--- config.mk ---
export PLATFORM = sky130hd
export DESIGN_NAME = mmio_irq_ctrl
export DESIGN_NICKNAME = d
export VERILOG_FILES = /design/src/rtl/mmio_irq_ctrl.sv
export SDC_FILE = /design/constraint.sdc
export NUM_CORES = 1
export LEC_CHECK = 0
export ABC_AREA = 1
export CAP_MARGIN = 5
export CORE_AREA = 8 8 174 127
export CTS_CLUSTER_DIAMETER = 80
export DETAILED_ROUTE_END_ITERATION = 12
export DIE_AREA = 0 0 182 135
export REMOVE_ABC_BUFFERS = 1
export SLEW_MARGIN = 20
export SYNTH_ARGS = -nofsm -noshare
export SYNTH_HDL_FRONTEND = slang
export SYNTH_SLANG_ARGS = --single-unit
--- constraint.sdc ---
create_clock -name ph2 -period 5.5 [get_ports ph2]
set_input_delay 1.65 -clock ph2 [delete_from_list [all_inputs] [get_ports ph2]]
set_output_delay 1.65 -clock ph2 [all_outputs]
set_load 0.005 [all_outputs]
--- src/rtl/mmio_irq_ctrl.sv ---
// mmio_irq_ctrl: memory-mapped interrupt controller for the MIPS core.
// It has pending/mask/force registers, edge-detected external sources and a countdown timer.
module mmio_irq_ctrl #(
    parameter logic [31:0] BASE_ADDR = 32'hFFFF_0000,
    parameter int          TIMER_W   = 32
) (
    input  logic        ph2,
    input  logic        reset,
    input  logic        memwrite,
    input  logic [31:0] dataadr,
    input  logic [31:0] writedata,
    input  logic [7:0]  ext_irq,
    output logic [31:0] readdata,
    output logic        addrhit,
    output logic [7:0]  interrupts
);
    typedef enum logic {IDLE, RUN} state_t;
    state_t state_q, state_d;
    logic [7:0] pend_q, pend_d, pend_nt, mask_q, mask_d, ext_prev_q, irq_q, w1c, frc, tset;
    logic [TIMER_W-1:0] load_q, count_q, count_d, wd_t;
    logic [4:0] ctrl_q;
    logic [2:0] off;
    logic wr, wr_load, wr_ctrl, timer_set, unused_ok;

    assign off        = dataadr[4:2];
    assign addrhit    = dataadr[31:5] == BASE_ADDR[31:5] && off <= 3'd5;
    assign wr         = memwrite && addrhit;
    assign wr_load    = wr && off == 3'd3;
    assign wr_ctrl    = wr && off == 3'd4;
    assign wd_t       = writedata[TIMER_W-1:0];
    assign interrupts = irq_q;
    assign unused_ok  = ^{dataadr[1:0], writedata};

    always_comb begin
        readdata = '0;
        if (addrhit)
            case (off)
                3'd0:    readdata = {24'd0, pend_q};
                3'd1:    readdata = {24'd0, mask_q};
                3'd3:    readdata = 32'(load_q);
                3'd4:    readdata = {27'd0, ctrl_q};
                3'd5:    readdata = 32'(count_q);
                default: readdata = '0;
            endcase
    end

    assign w1c     = wr && off == 3'd0 ? writedata[7:0] : '0;
    assign frc     = wr && off == 3'd2 ? writedata[7:0] : '0;
    assign mask_d  = wr && off == 3'd1 ? writedata[7:0] : mask_q;
    assign tset    = timer_set ? 8'd1 << ctrl_q[4:2] : '0;
    assign pend_nt = (pend_q & ~w1c) | (ext_irq & ~ext_prev_q) | frc;
    assign pend_d  = pend_nt | tset;

    always_comb begin
        state_d   = state_q;
        count_d   = count_q;
        timer_set = 1'b0;
        if (wr_load) begin
            count_d = wd_t;
            state_d = ctrl_q[0] && wd_t != '0 ? RUN : IDLE;
        end else if (wr_ctrl && !writedata[0]) begin
            state_d = IDLE;
        end else if (state_q == RUN) begin
            if (count_q == TIMER_W'(1)) begin
                timer_set = 1'b1;
                count_d   = ctrl_q[1] ? load_q : '0;
                state_d   = ctrl_q[1] && load_q != '0 ? RUN : IDLE;
            end else if (count_q == '0) begin
                state_d = IDLE;
            end else begin
                count_d = count_q - TIMER_W'(1);
            end
        end else if (wr_ctrl && !ctrl_q[0] && count_q != '0) begin
            state_d = RUN;
        end
    end

    // Timer expiries land in PEND first and reach interrupts one edge later.
    always_ff @(posedge ph2 or posedge reset) begin
        if (reset) begin
            state_q    <= IDLE;
            pend_q     <= '0;
            mask_q     <= '0;
            ext_prev_q <= '0;
            irq_q      <= '0;
            load_q     <= '0;
            count_q    <= '0;
            ctrl_q     <= '0;
        end else begin
            state_q    <= state_d;
            pend_q     <= pend_d;
            mask_q     <= mask_d;
            ext_prev_q <= ext_irq;
            irq_q      <= pend_nt & mask_d;
            count_q    <= count_d;
            if (wr_load) load_q <= wd_t;
            if (wr_ctrl) ctrl_q <= writedata[4:0];
        end
    end
endmodule
==> impl_metrics.csv, run 1 <==
group,metric,value,unit
yosys,synth.distinct_cells,40,
yosys,synth_warnings,0,
sta,hold_ws,0.517,ns
sta,clock.fmax,187,MHz
yosys,synth_area_per_cell,6.65,um2
cts,cts_tree,"done",
worst_hold_path,hold_start,"count_q[1]",
place,place_congestion,0.960,
sta,finalSetupViolCount,0,
sta,period_minus_slack,5.35,ns
cts,cts_resized,0,
power,leakage,4.11,nW
setup_path,rr_endpoint,"count_q[8]",
layout,stdcell_area,0.00876,mm2
setup_path,cpPeakStageDelay,0.56,ns
global_route,gr-total-overflow,0,
place,placed_cell_area,0.00845,mm2
die,die_width,182,um
sta,period_share,97.3,%
worst_hold_path,min-delay-path-class,"reg -> reg",
route,drt_iter0_markers,806,
power,max-vdd-ir-drop,0.000130,V
setup_path,reg2reg_depth,12,
setup_path,cp_slowest_cell,"clkdlybuf4s50_1",
route,drt-total-wl,26100,um
sta,finalHoldViolations,0,
place,port_buffers,113,
die,initial_utilization,36.1,%
global_route,grt_first_pass_wirelength,40700,um
sta,slew_violations,0,
die,core_area,0.0194,mm2
setup_path,rrSetupSlack,2.94,ns
yosys,yosysSeqAreaShare,36.5,%
power,power.density,173,mW/mm2
cts,numCtsBuffers,9,
setup_path,cp_max_fo,32,
cts,clock_tree.buffer_depth,2,
setup_path,worst_path_most_repeated_cell,"nand2_1",
layout,layout-drive-gt1-share,8.41,%
worst_hold_path,min_to,"count_q[1]",
yosys,netlist_area,0.00700,mm2
global_route,grtUsageTotal,21.2,%
yosys,synth_cells,1052,
run,max_cap_violations,0,
route,routedWlPerCell,18.5,um
setup_path,cp-end-kind,"output port",
setup_path,path_class,"in -> out",
yosys,ys_seq_elements,102,
setup_path,rr_startpoint,"count_q[5]",
route,ant_nets,0,
global_route,grt_pass1_vias,7115,
die,dieHeight,135,um
sta,tightest_slew,1.00,ns
setup_path,start_kind,"input port",
route,drt-pass1-iter-count,6,
sta,finalClockSkew,0.00667,ns
die,rows,43,
cts,htreeDepth,3,
cts,root_buffer,"clkbuf_16",
worst_hold_path,min_path_cells,2,
cts,postCtsSetupBuffers,0,
die,dieArea,0.0246,mm2
global_route,grt_max_degree,51,
die,io_pins,116,
layout,layout.nets,1237,
run_status,status,"complete, no violations",
cts,insertion_delay,0.36,ns
setup_path,cp.arrival,3.70,ns
route,num_vias,7504,
cts,cts.sinks,102,
setup_path,critPathBufInv,4,
sta,relSlewSlack,33.0,%
global_route,antenna_found_initial,0,
cts,path_clk_slew,0.07,ns
cts,hold_buffers,0,
route,via_per_inst,5.31,
setup_path,cp_cell_sequence,"clkdlybuf4s50_1 > nand2_1 > nor2_2 > inv_1 > nor2_1 > nand2_1 > nor2_4 > nand2_1 > buf_12 > a21oi_1 > clkdlybuf4s50_1",
setup_path,crit_family,"buffers and inverters",
place,dp_hpwl,19900,um
layout,syn_to_final_growth,25.1,%
setup_path,required,3.85,ns
layout,antennaDiodeCount,0,
layout,n_fill_cell,2024,
route,drc_errors,0,
-- layout make-up --
cell class	instances	area [um2]	area share (%)
well taps	247	309	3.53
multi-input cells	791	3830	43.7
clock buffers	11	243	2.77
clock inverters	5	35.0	0.400
inverters	125	472	5.39
repair buffers	131	1320	15.1
flip-flops and latches	102	2550	29.2
-- Yosys cell counts, drive strengths merged --
cell type    n  area [um2]
xor2         6        52.6
dfrtp      102        2550
nand4       47         315
buf         20         126
ha           2        25.0
a211oi       4        30.0
o21ai       59         295
a31oi        3        18.8
o22ai        5        31.3
clkbuf      14        52.6
inv        123         462
a221oi       1        8.76
nand3      111         583
nor2       148         688
a22oi        3        22.5
clkinv       2        7.51
nor3        15        96.4
xnor2        1        8.76
o21bai       6        45.0
or2          1        6.26
nor4         8        50.1
nand3b       9        67.6
a21oi       38         190
and2         1        6.26
o211ai       4        30.0
nand2      319        1230
-- registers in the layout, summed over array words and instances, names as in the netlist --
| register | flops |
|---|---|
| count_q | 32 |
| ctrl_q | 5 |
| ext_prev_q | 8 |
| interrupts | 8 |
| load_q | 32 |
| mask_q | 8 |
| pend_q | 8 |
| state_q | 1 |
-- worst reg2reg max path, stage by stage (launching register included) --
cell     delay [ns]
dfrtp_1        0.50
nor2_4         0.19
nand2_2        0.13
inv_1          0.16
nand2_1        0.07
nor2_1         0.13
nand2_1        0.60
o21ai_0        0.33
nand2_1        0.08
nand2_1        0.07
nand2_1        0.06
nand2_1        0.06
nand2_1        0.07
-- cells in the final DEF (no fill, tap or decap), drive strengths merged, types with 2 or more instances in the layout --
cell type,instances
nand2,319
nor2,148
inv,123
clkdlybuf4s50,112
nand3,111
dfrtp,102
o21ai,59
nand4,47
a21oi,38
buf,18
nor3,15
clkbuf,11
nand3b,9
nor4,8
xor2,6
o21bai,6
clkinv,6
o22ai,5
o211ai,4
a211oi,4
a22oi,3
a31oi,3
ha,2
-- stage by stage --
| stage | TNS [ns] | setup WS [ns] | instances | utilization (%) | power (W) |
|---|---|---|---|---|---|
| 3_5_place_dp | 0 | 0.0989 | 1396 | 43.6 | 0.000904 |
| 2_1_floorplan | 0 | 0.558 | 1018 | - | 0.000810 |
| 6_report | 0 | 0.148 | 1412 | 45.2 | 0.00152 |
| 4_1_cts | 0 | 0.0938 | 1412 | 45.1 | 0.00153 |
| 3_3_place_gp | 0 | 0.117 | 1396 | 43.6 | 0.000902 |
| 5_1_grt | -0.000690 | -0.000690 | 1412 | 45.2 | 0.00156 |
-- how the worst max path moves through the flow --
stage,depth (start not counted),startpoint,endpoint
2_1_floorplan,8,dataadr[4],count_q[10]
3_3_place_gp,11,dataadr[22],readdata[24]
3_5_place_dp,11,dataadr[21],readdata[24]
4_1_cts,11,dataadr[21],readdata[24]
5_1_grt,11,dataadr[22],readdata[19]
6_report,11,dataadr[22],readdata[4]
-- kinds of logic (layout without fill, tap and decap cells) --
logic type               Yosys count  count (layout)  share of synthesized area [%]
AND/OR/NAND/NOR                  659             659                           43.4
adder cells (fa/ha/maj)            2               2                          0.357
flip-flops                       102             102                           36.5
AO/OA/AOI/OAI                    123             123                           9.60
buffers and inverters            159             272                           9.26
XOR/XNOR                           7               7                          0.876
-- metal layers --
layer | global-route usage [%] | up-vias | share of wire, %
met1 | 31.6 | 3542 | 49
met2 | 29.7 | 302 | 40
met3 | 6.17 | 10 | 11
li1 | - | 3650 | -
met4 | 3.91 | 0 | 0.59
met5 | 0 | - | 0
-- report_power, final --
part / internal (W) / switching (W) / leakage (nW)
sequential: 0.000752 / 0.000000774 / 1.10
combinational: 0.0000630 / 0.0000743 / 2.87
clock: 0.000320 / 0.000307 / 0.135
Power figures use the tool's default switching activity.
==> inputs of run 2 (changes only) <==
Settings changed: CORE_AREA 8 8 174 127 to 8 8 147 149, DIE_AREA 0 0 182 135 to 0 0 155 157.
==> run 2 against run 1 <==
Utilization increased by 0.65 points. Sequential cell count stayed put. Clock skew up 0.0017 ns. Global-route usage shrank 0.64 points. Critical path type unchanged. Cell area rose by 0.60%. Critical endpoint is now readdata[6]. Worst hold slack improved by 0.033 ns. Register-to-register slack worse by 0.04 ns.
==> impl_metrics.csv, run 2 (synthesized netlist as in run 1, its figures left out) <==
group,metric,value,unit
setup_path,required,3.85,ns
sta,tns,0,ns
setup_path,cp-endpoint,"readdata[6]",
route,via_per_inst,5.09,
setup_path,rr_endpoint,"count_q[17]",
setup_path,path_class,"in -> out",
sta,worst_slack,0.130,ns
place,place_congestion,0.926,
setup_path,reg2reg_depth,12,
die,initial_utilization,36.4,%
cts,cts_tree,"done",
setup_path,crit_family,"buffers and inverters",
setup_path,cp_cell_sequence,"clkdlybuf4s50_1 > inv_1 > nand2_1 > nor2_4 > buf_12 > nand2_1 > a31oi_1 > clkdlybuf4s50_1",
layout,n_fill_cell,1939,
sta,finalHoldViolations,0,
setup_path,cpPeakStageDelay,0.56,ns
sta,rsz0062_at_grt,"yes",
layout,layout.nets,1237,
global_route,antenna_found_initial,1,
layout,layout-drive-gt1-share,8.25,%
sta,clock.fmax,186,MHz
route,num_vias,7280,
setup_path,cp_max_fo,37,
run,max_cap_violations,0,
global_route,grt_first_pass_wirelength,39400,um
global_route,grt_max_degree,51,
layout,stdcell_area,0.00881,mm2
setup_path,critPathBufInv,4,
cts,insertion_delay,0.36,ns
setup_path,cp-end-kind,"output port",
cts,htreeDepth,3,
route,ant_nets,0,
cts,path_clk_slew,0.07,ns
global_route,grt_pass1_vias,7160,
layout,antennaDiodeCount,0,
global_route,gr-total-overflow,0,
route,drt-total-wl,24600,um
die,dieArea,0.0243,mm2
place,dp_hpwl,18600,um
place,port_buffers,113,
sta,slew_violations,0,
power,seqPwrFrac,45.7,%
die,die_width,155,um
layout,largest_registers,"count_q x32, load_q x32",
global_route,grtUsageTotal,20.6,%
cts,postCtsSetupBuffers,0,
route,drt_iter0_markers,496,
sta,period_minus_slack,5.37,ns
layout,mostFrequentLayoutCell,"nand2_1",
place,placed_cell_area,0.00845,mm2
power,p_switching,0.000384,W
sta,relSlewSlack,35.1,%
cts,cts.sinks,102,
die,io_pins,116,
layout,utilization,45.9,%
sta,finalClockSkew,0.00842,ns
worst_hold_path,hold_start,"count_q[1]",
setup_path,path_depth,8,
power,combPwrFrac,8.1,%
run_status,status,"complete, no violations",
setup_path,rr_startpoint,"count_q[0]",
cts,root_buffer,"clkbuf_16",
power,sw_frac_of_total,23.3,%
power,leakage,4.11,nW
setup_path,start_kind,"input port",
power,max-vdd-ir-drop,0.000139,V
worst_hold_path,min-delay-path-class,"reg -> reg",
route,drt-pass1-iter-count,5,
setup_path,cp_slowest_cell,"clkdlybuf4s50_1",
setup_path,cp.arrival,3.72,ns
die,rows,51,
sta,tightest_slew,0.971,ns
sta,hold_ws,0.550,ns
sta,period_share,97.6,%
cts,numCtsBuffers,9,
cts,clock_tree.buffer_depth,2,
setup_path,rrSetupSlack,2.90,ns
power,p_int,0.00126,W
layout,final_cell_mix,"nand2_1, nor2_1, clkdlybuf4s50_1, inv_1, nand3_1",
die,dieHeight,157,um
route,drc_errors,0,
setup_path,setup.worst_path.start,"dataadr[4]",
power,clkPwrFrac,46.2,%
layout,syn_to_final_growth,25.8,%
route,routedWlPerCell,17.2,um
power,power.density,187,mW/mm2
die,core_area,0.0192,mm2
place,dp_slack,0.159,ns
sta,finalSetupViolCount,0,
## run 2: changes by cell type in the layout (fill, tap and decap cells not counted), moves of 2 or more
cell       previous run  this run
bufinv_16             0         3
buf_4                14        16
clkinv_2              2         0
buf_12                4         2
## run 2: layer usage
layer / track usage, % / part of all wire [%]
met5: 0 / 0.037
met4: 4.99 / 1.4
met3: 4.17 / 5.9
met2: 34.7 / 48
met1: 26.6 / 45
## run 2: worst min-delay path: cells and delay by family, from the launching register on
kind             cells  cell delay (ns)
AND/OR/NAND/NOR      2             0.12
flip-flops           1             0.40
## run 2: area by class of cell
cell class / instances / area [um2] / area share (%)
flip-flops and latches: 102 / 2550 / 29.0
well taps: 265 / 332 / 3.76
repair buffers: 131 / 1290 / 14.7
clock inverters: 6 / 119 / 1.35
clock buffers: 9 / 225 / 2.56
multi-input cells: 791 / 3820 / 43.3
inverters: 125 / 472 / 5.36
## run 2: how the worst min path moves through the flow
stage	end	cells after the start	slack [ns]
2_1_floorplan	count_q[1]	2	0.46
4_1_cts	state_q	2	0.55
3_3_place_gp	count_q[1]	2	0.52
6_report	count_q[1]	2	0.55
5_1_grt	count_q[1]	2	0.57
3_5_place_dp	ctrl_q[0]	2	0.53
## run 2: through the flow
| step | cells | power (W) |
|---|---|---|
| 2_1_floorplan | 1018 | 0.000810 |
| 3_3_place_gp | 1414 | 0.000901 |
| 6_report | 1429 | 0.00165 |
| 5_1_grt | 1429 | 0.00170 |
| 4_1_cts | 1429 | 0.00166 |
| 3_5_place_dp | 1414 | 0.000902 |
## run 2: power groups by stage
stage	clock (W)	sequential, W	combinational [W]
6_report	0.000761	0.000753	0.000134
5_1_grt	0.000801	0.000753	0.000147
4_1_cts	0.000775	0.000753	0.000135
3_5_place_dp	0	0.000768	0.000134
3_3_place_gp	0	0.000768	0.000133
2_1_floorplan	0	0.000768	0.0000421
## run 2: what timing repair did
item                       4_1_cts  5_1_grt
hold endpoints to repair         0        0
gates resized for setup          0        3
hold buffers                     0        0
setup endpoints to repair        0        3
